## config.mk

```make
export PLATFORM = sky130hd
export DESIGN_NAME = clk_div_multi
export DESIGN_NICKNAME = d
export VERILOG_FILES = /design/src/rtl/clk_div_multi.sv
export SDC_FILE = /design/constraint.sdc
export NUM_CORES = 1
export LEC_CHECK = 0
export ABC_AREA = 0
export CORE_ASPECT_RATIO = 1.5
export CORE_MARGIN = 3
export CORE_UTILIZATION = 55
export CTS_CLUSTER_DIAMETER = 200
export DETAILED_ROUTE_END_ITERATION = 10
export GPL_TIMING_DRIVEN = 0
export PLACE_DENSITY = 0.81
export SLEW_MARGIN = 15
export SYNTH_ARGS = -nofsm -noshare
export SYNTH_HDL_FRONTEND = slang
export SYNTH_SLANG_ARGS = --single-unit
```

## constraint.sdc

```tcl
create_clock -name clk -period 3.9 [get_ports clk]
set_input_delay 0.78 -clock clk [delete_from_list [all_inputs] [get_ports clk]]
set_output_delay 0.78 -clock clk [all_outputs]
set_load 0.005 [all_outputs]
```

## src/rtl/clk_div_multi.sv

```systemverilog
// rtl/clk_div_multi.sv - multi-channel programmable clock divider and tick generator
// Optional per-channel tick event counter enabled by defining CLKDIV_EVCNT_EN.
module clk_div_multi #(
    parameter int CH    = 2,
    parameter int CNT_W = 14,
    parameter int EVC_W = 8
) (
    input  logic                  clk,
    input  logic                  rst_n,
    input  logic [CH-1:0]         en,
    input  logic [CH-1:0]         clr,
    input  logic [CH*CNT_W-1:0]   div_val,
`ifdef CLKDIV_EVCNT_EN
    output logic [CH*EVC_W-1:0]   ev_cnt,
`endif
    output logic [CH-1:0]         clk_out,
    output logic [CH-1:0]         tick
);

    for (genvar g = 0; g < CH; g++) begin : g_ch
        logic [CNT_W-1:0] cnt;
        logic [CNT_W-1:0] dv;
        logic [CNT_W-1:0] term;
        logic             co_q;
        logic             tick_q;
        logic             at_term;

        assign dv = div_val[g*CNT_W +: CNT_W];
        // A zero divide value behaves as divide-by-one, so the terminal count is 0 in both cases.
        assign term    = (dv == '0) ? '0 : dv - 1'b1;
        assign at_term = (cnt >= term);

        always_ff @(posedge clk) begin
            if (rst_n || clr[g]) begin
                cnt    <= '0;
                co_q   <= 1'b0;
                tick_q <= 1'b0;
            end else if (en[g]) begin
                if (at_term) begin
                    cnt    <= '0;
                    co_q   <= ~co_q;
                    tick_q <= 1'b1;
                end else begin
                    cnt    <= cnt + 1'b1;
                    tick_q <= 1'b0;
                end
            end else begin
                tick_q <= 1'b0;
            end
        end

        assign clk_out[g] = co_q;
        assign tick[g]    = tick_q;

`ifdef CLKDIV_EVCNT_EN
        logic [EVC_W-1:0] ev_q;

        // Counts the same edges that register tick high; wraps naturally.
        always_ff @(posedge clk) begin
            if (rst_n || clr[g]) begin
                ev_q <= '0;
            end else if (en[g] && at_term) begin
                ev_q <= ev_q + 1'b1;
            end
        end

        assign ev_cnt[g*EVC_W +: EVC_W] = ev_q;
`endif
    end

endmodule

```

Word level (Yosys, flattened, before mapping):

Cells that the tools add are included.

* add/sub/neg operators: 4
* magnitude comparators: 2
* multiplexer cells: 6
* bitwise logic cells: 4
* reductions and logical operators: 8

Operator list (number)
* $mux W14: 4
* $add A14 B1 Y14 const B: 2
* $ge A14 B14 Y1: 2
* $logic_not A14 Y1: 2
* $sub A14 B1 Y14 const B: 2
* $not A1 Y1: 4
* $reduce_and A2 Y1: 2
* $reduce_or A2 Y1: 2
* $logic_or A1 B1 Y1: 2
* $mux W1: 2

* bits in registers: 32
* bits of input ports: 34
* output and inout bits: 4
* word-level logic and storage cells: 30

Longest topological paths before layout:

Gate-level depths: netlist of the first run.

* word-level depth: 4
* mapped depth: 14
* mapped depth without buffers: 13

Worst setup path before layout of the first run:

No wires, ideal clock.

* path kind: in2reg
* start: in div_val[17]
* end: reg g_ch[1].cnt[10]
* setup time: 0.117 ns
* data arrival time: 3.172 ns
* slack: 0.611 ns
* stages on the path: 12
* path buffers: 1
* cell sequence: or3_4 -> or3_4 -> nor4_2 -> xor2_1 -> nand2_1 -> ha_1 -> nand4_1 -> nor2_1 -> a21oi_1 -> o221ai_1 -> buf_2 -> nor2_1

* word-level cells in the longest chain between the ends: 4
* elaborated cells on any way between the ends: 5

Ends and longest elaborated chain
* start: declaration: line 12 `input logic [CH*CNT_W-1:0] div_val,`
* $sub A14 B1 Y14 or $logic_not A14 Y1 (tied branches): line 30 `assign term = (dv == '0) ? '0 : dv - 1'b1;`
* $mux W14 (*): line 30
* $ge A14 B14 Y1 (*): line 31 `assign at_term = (cnt >= term);`
* $mux W14 (*): line 39 `if (at_term) begin`
* end signal: assignment: line 44 `cnt <= cnt + 1'b1;`
* end: declaration: line 21 `logic [CNT_W-1:0] cnt;`

Mark *: on every way between the ends. The rest lies on a longest branch, timed or not.
A chain may end at the register's enable or synchronous reset.

Final worst setup path of the first run:

Same ends and word-level chain as after synthesis.

==> flow_summary.yaml, run 1 <==
die:
  initial_core_util: 0.572
  core_mm2: 0.00458
  fp.dieH_um: 90.6
  row_count: 30
  fp.dieW_um: 62.4
  dieArea_mm2: 0.00565
  ios: 38
critical_path:
  reg2regPathDepth: 8
  cp.depth: 13
  required_ps: 4060
  critical_path.endpoint: "g_ch[1].cnt[10]"
  crit_buf_inv: 2
  cp-end-kind: "flip-flop"
  timing.rr.end: "g_ch[0].cnt[12]"
  cp-start-kind: "primary input"
  crit_chain: "clkdlybuf4s50_1, or3_4, or3_4, nor4_2, xor2_1, nand2_1, ha_1, nand4_1, nor2_4, nand4_1, o221ai_4, buf_4, nor2_1"
  max_stage_delay_ps: 480
  path_class: "primary input to flip-flop"
  critical_path.max_fanout: 10
  critPathLaunch: "div_val[17]"
  worstPathArrival_ps: 3890
  crit_family: "simple AND/OR/NAND/NOR gates"
  crit_slowest_cell: "clkdlybuf4s50_1"
  reg2reg_from: "g_ch[0].cnt[7]"
  r2r_slack_ps: 1860
placement:
  globalplace.congestion: 0.897
  numPortBuffers: 35
  place_ws_ps: -441
  dp_hpwl_mm: 4.35
worst_hold_path:
  hp-class: "flip-flop to flip-flop"
  hp-start: "g_ch[0].cnt[0]"
pwr:
  peakVddDrop_mv: 0.146
  p_per_area_mw_per_mm2: 245
  leakage_nw: 1.31
  p_total_uw: 802
synthesis:
  synthAdderAreaFrac: 0.153
  synth_seq_cells: 32
  synth_top_family_by_area: "simple AND/OR/NAND/NOR gates"
  synthMuxAreaShare: 0.0153
  ys_warn_count: 0
  postSynthAreaPerCell_um2: 7.71
  synth_area_mm2: 0.00262
  syn_nets: 406
  synth-xor-area-share: 0.134
  synthCells: 340
  synthSimpleGateAreaFrac: 0.327
  synthDistinctLibCells: 37
  synth_compound_area_frac: 0.0893
  seq_area_frac_synth: 0.244
timing:
  fin_skew_ps: 9.92
  max_freq_mhz: 268
  setup_viol: 0
  setup_tns_ps: 0
  timing.final.max_slew_violations: 0
  setup_ws_ps: 172
  period_share: 0.956
  relSlewSlack: 0.620
  fin_crit_ps: 3730
  tightest_slew_ps: 565
  hold_viol: 0
grt:
  use_met2: 0.423
  grt.met3_usage: 0.0286
  busiest_layer: "met2"
  grt_max_degree: 11
  grt_pass1_vias: 2357
  antenna_found_initial: 0
  grt_pass1_wl_mm: 9.78
  overflow: 0
  grtUsageTotal: 0.207
  grt_use_met1: 0.203
clock_tree:
  htreeDepth: 2
  cts_max_path_buffers: 2
  cts_sinks: 32
  clk_pin_slew_worst_paths_ps: 70
  cts_buffers: 5
  clk_latency_ps: 280
  tritoncts: "yes"
  clockRootBuffer: "clkbuf_8"
  hold_buffers: 0
run:
  cap_viol_max_count: 0
cells_and_area:
  drive_above_1_share: 0.0930
  fin_util: 0.715
  fin_nets: 452
  nFillCells: 401
  antenna_cells: 0
  areaGrowthSynthToFinish_pct: 24.9
detailed_routing:
  wire_per_inst_um: 12.8
  avgViaCountPerCell: 5.59
  antenna_left: 0
  drc: 0
  drt_iter0_markers: 80
  first_pass_iters: 5
  wl_mm: 5.76
  dr_total_vias: 2523
outcome:
  status: "finished, final reports clean"
-- layout make-up --
cell class	instances	area, um2	area share
plain buffers	10	61.3	0.0187
repair buffers	39	380	0.116
flip-flops and latches	32	641	0.196
multi-input cells	287	1940	0.594
clock buffers	7	96.3	0.0294
well taps	64	80.1	0.0245
clock inverters	1	30.0	0.00917
inverters	11	41.3	0.0126
-- registers in the layout, indices dropped and copies added (netlist names) --
register,flops
g_ch.co_q,2
g_ch.cnt,28
g_ch.tick_q,2
-- cells by family after synthesis --
kind of cell | Yosys count
multiplexers | 4
AND/OR/NAND/NOR | 172
adder cells (fa/ha/maj) | 32
flip-flops | 32
AO/OA/AOI/OAI | 39
XOR/XNOR | 40
buffers and inverters | 21
-- report_power, final --
group          total, mW  leakage (nW)  switching [mW]  internal [mW]
Sequential         0.330         0.258         0.00150          0.328
Combinational      0.126         0.983          0.0625         0.0632
Clock              0.347        0.0645           0.121          0.225
-- synth_stat cells, drive strengths merged --
master | count | area [um2]
clkbuf | 3 | 11.3
a31oi | 1 | 6.26
or3 | 4 | 35.0
nor2 | 46 | 173
o221ai | 3 | 26.3
nand3b | 3 | 22.5
mux2i | 4 | 40.0
a211oi | 1 | 12.5
o31ai | 1 | 7.51
ha | 32 | 400
or4 | 1 | 7.51
a21oi | 19 | 95.1
nor3 | 11 | 65.1
xnor2 | 17 | 149
and2 | 2 | 12.5
nand2 | 46 | 173
buf | 7 | 45.0
o221a | 2 | 22.5
and3 | 7 | 43.8
dfxtp | 32 | 641
or2 | 1 | 6.26
nand4 | 20 | 125
nand4b | 2 | 17.5
xor2 | 23 | 201
nand3 | 12 | 60.1
o21ai | 11 | 55.1
and4 | 2 | 17.5
nor2b | 4 | 25.0
inv | 11 | 41.3
nand2b | 6 | 37.5
nor4 | 5 | 37.5
o31a | 1 | 8.76
-- routing by layer --
layer  vias to the layer above  wire (um)
li1                       1294          -
met4                         0         86
met3                         6        185
met5                         -          0
met2                        60       3280
met1                      1163       2210
-- through the flow --
step / instance area [um2] / hold slack (ps) / std cells
CTS: 3200 / 517 / 447
detailed placement: 3050 / 506 / 439
global route: 3270 / 542 / 451
finish: 3270 / 526 / 451
global placement: 3050 / 502 / 439
floorplan: 2620 / 480 / 340
-- worst min path at each step --
stage | endpoint | slack (ps) | cells after the start
floorplan | g_ch[0].cnt[0] | 480 | 2
global placement | g_ch[1].cnt[13] | 500 | 2
detailed placement | g_ch[0].cnt[0] | 510 | 2
CTS | g_ch[0].cnt[0] | 520 | 2
global route | g_ch[0].cnt[0] | 540 | 2
finish | g_ch[0].cnt[0] | 530 | 2
-- worst min-delay path, cell delays in order, from the launching register on --
cell and delay (ps):
dfxtp_1 340, nand3_1 70, o21ai_0 70
-- what timing repair did --
action                     CTS  global route
pin swaps                    0             6
resized for setup            4            10
setup buffers                0             4
setup endpoints to repair   20            20
-- placed cells by master, fill, tap and decap left out, drive strengths merged --
master	Yosys	layout
nand2	46	46
nor2	46	46
clkdlybuf4s50	0	35
ha	32	32
dfxtp	32	32
xor2	23	23
nand4	20	20
a21oi	19	19
xnor2	17	17
nand3	12	12
inv	11	11
o21ai	11	11
nor3	11	11
clkbuf	3	11
buf	7	10
and3	7	7
nand2b	6	6
nor4	5	5
mux2i	4	4
nor2b	4	4
or3	4	4
nand3b	3	3
o221ai	3	3
and2	2	2
o221a	2	2
and4	2	2
nand4b	2	2
or4	1	1
o31a	1	1
a31oi	1	1
o31ai	1	1
a211oi	1	1
or2	1	1
bufinv	0	1
Power figures use the tool's default switching activity.
==> run 2: changes to the inputs <==
Settings changed: CORE_UTILIZATION 55 to 50, PLACE_DENSITY 0.81 to 0.77, SETUP_SLACK_MARGIN set to 0.02.
Clock period 3.9 ns to 3.29 ns, I/O delays scaled along.
==> run 2 against run 1 <==
  * Final cell count grew 3.8%
  * Via count grew 2.1%
  * Count of clock-buffer cells in the layout is the same
  * First-iteration DRC count shrank 8.8%
  * Non-clock buffer count grew 16
  * Sequential share of layout area shrank 1.7 points
  * Critical endpoint is now g_ch[1].cnt[5]
  * Cell area grew 9.7%
  * Largest power group is now sequential cells
  * Routed wire length grew 13%
  * Critical path depth is the same
  * Clock power shrank 6.1%
==> flow_summary.yaml, run 2 (synthesis results as in run 1) <==
outcome:
  status: "finished, final reports clean"
die:
  row_count: 31
  ios: 38
  dieArea_mm2: 0.00617
  fp.dieH_um: 94.7
  core_mm2: 0.00496
  initial_core_util: 0.528
  fp.dieW_um: 65.1
detailed_routing:
  drt_iter0_markers: 73
  antenna_left: 0
  met3_length_um: 152
  wire_per_inst_um: 14.0
  top_layer: "met4"
  drc: 0
  avgViaCountPerCell: 5.51
  wl_mm: 6.53
  wl_met1_mm: 2.39
  met2WireLength_mm: 3.78
  dr_total_vias: 2577
  first_pass_iters: 4
timing:
  max_freq_mhz: 315
  setup_viol: 0
  setup_tns_ps: 0
  timing.final.max_slew_violations: 0
  tightest_slew_ps: 515
  relSlewSlack: 0.655
  fin_skew_ps: 4.43
  timing.hold.ws_ps: 525
  period_share: 0.964
  fin_crit_ps: 3170
  rsz0062_at_grt: "yes"
  hold_viol: 0
  setup_ws_ps: 118
critical_path:
  required_ps: 3460
  critical_path.max_fanout: 5
  path_class: "primary input to flip-flop"
  cp-start-kind: "primary input"
  crit_chain: "buf_8, or3_4, or3_4, nor4_4, xor2_1, nand2_1, ha_1, nand4_1, nor2_4, nand4_1, o221ai_4, buf_6, nor2_1"
  max_stage_delay_ps: 400
  crit_slowest_cell: "or3_4"
  worstPathArrival_ps: 3340
  cp-end-kind: "flip-flop"
pwr:
  p_int_uw: 660
  leakage_nw: 1.52
  peakVddDrop_mv: 0.185
  pwr-share-seq: 0.439
  pwr-share-clk: 0.366
  p_total_uw: 890
  p_switching_uw: 230
  p_sw_frac: 0.259
  p_per_area_mw_per_mm2: 248
  p_comb_frac: 0.195
placement:
  globalplace.congestion: 0.825
  numPortBuffers: 35
  place_inst: 441
  dp_hpwl_mm: 4.59
  place_area_mm2: 0.00305
  place_ws_ps: -979
clock_tree:
  clockRootBuffer: "clkbuf_8"
  cts_buffers: 5
  tritoncts: "yes"
  hold_buffers: 0
  clk_pin_slew_worst_paths_ps: 70
  cts_max_path_buffers: 2
  clk_latency_ps: 270
  cts_sinks: 32
  htreeDepth: 2
grt:
  antenna_found_initial: 0
  overflow: 0
  grt_max_degree: 11
  grtUsageTotal: 0.211
  grt_pass1_wl_mm: 10.4
  grt_pass1_vias: 2501
cells_and_area:
  design_area_mm2: 0.00359
  final_cells: 468
  areaGrowthSynthToFinish_pct: 37.0
  final_common_cell: "nand2_1"
  regMostFlops: "g_ch.cnt"
  drive_above_1_share: 0.216
  reg_top3: "g_ch.cnt: 28 flops, g_ch.co_q: 2 flops, g_ch.tick_q: 2 flops"
  fin_nets: 468
  fin_util: 0.723
  largest_register_ff_count: 28
  final_cell_mix: "nand2_1 (44), nor2_1 (39), dfxtp_1 (32), ha_1 (29), xor2_1 (23)"
  antenna_cells: 0
run:
  cap_viol_max_count: 0
worst_hold_path:
  hp-class: "flip-flop to flip-flop"
## run 2: changes by cell type in the layout (fill, tap and decap cells not counted), sizes merged
cell           before  now
buf                10   30
clkdlybuf4s50      35   18
dlymetal6s2s        0    9
clkbuf             11   15
bufinv              1    0
## run 2: power groups by stage
stage | clock network, mW | logic, mW | registers, mW
6_report | 0.326 | 0.173 | 0.391
5_1_grt | 0.348 | 0.192 | 0.391
4_1_cts | 0.336 | 0.157 | 0.391
3_5_place_dp | 0 | 0.141 | 0.399
3_3_place_gp | 0 | 0.137 | 0.399
2_1_floorplan | 0 | 0.0742 | 0.399
## run 2: metal layers
layer  global-route usage  up-vias
met5                    0        -
met4                0.107        0
met3               0.0179       12
met2                0.438       55
met1                0.197     1189
li1                     -     1321
## run 2: critical path: cells and delay by family
family	cells	cell delay, ps
buffers and inverters	2	300
AND/OR/NAND/NOR	8	1630
XOR/XNOR	1	180
adder cells (fa/ha/maj)	1	270
AO/OA/AOI/OAI	1	280
## run 2: repair_timing
item,4_1_cts,5_1_grt
endpoints found under the setup margin,32,32
pin swaps,17,32
resized for setup,49,57
gates cloned,1,1
buffers inserted,10,9
## run 2: final timing paths
path | start | depth (start not counted) | slack (ps) | endpoint
worst max register to register | g_ch[0].cnt[7] | 8 | 1320 | g_ch[0].cnt[13]
worst max-delay path | div_val[17] | 13 | 120 | g_ch[1].cnt[5]
worst min-delay path | g_ch[1].cnt[13] | 2 | 530 | g_ch[1].cnt[13]
worst min register to register | g_ch[1].cnt[13] | 2 | 530 | g_ch[1].cnt[13]
## run 2: area by class of cell
cell class,count,area [um2]
multi-input combinational,287,2140
fill,398,1370
sequential,32,641
timing repair buffer,56,522
clock buffer,7,96.3
tap,66,82.6
buffer,9,67.6
inverter,11,41.3
==> run 3: changes to the inputs <==
Settings changed: ABC_AREA 0 to unset.
==> results of run 3 <==
Same layout as run 2: the final DEF is identical, and so are final timing and power.
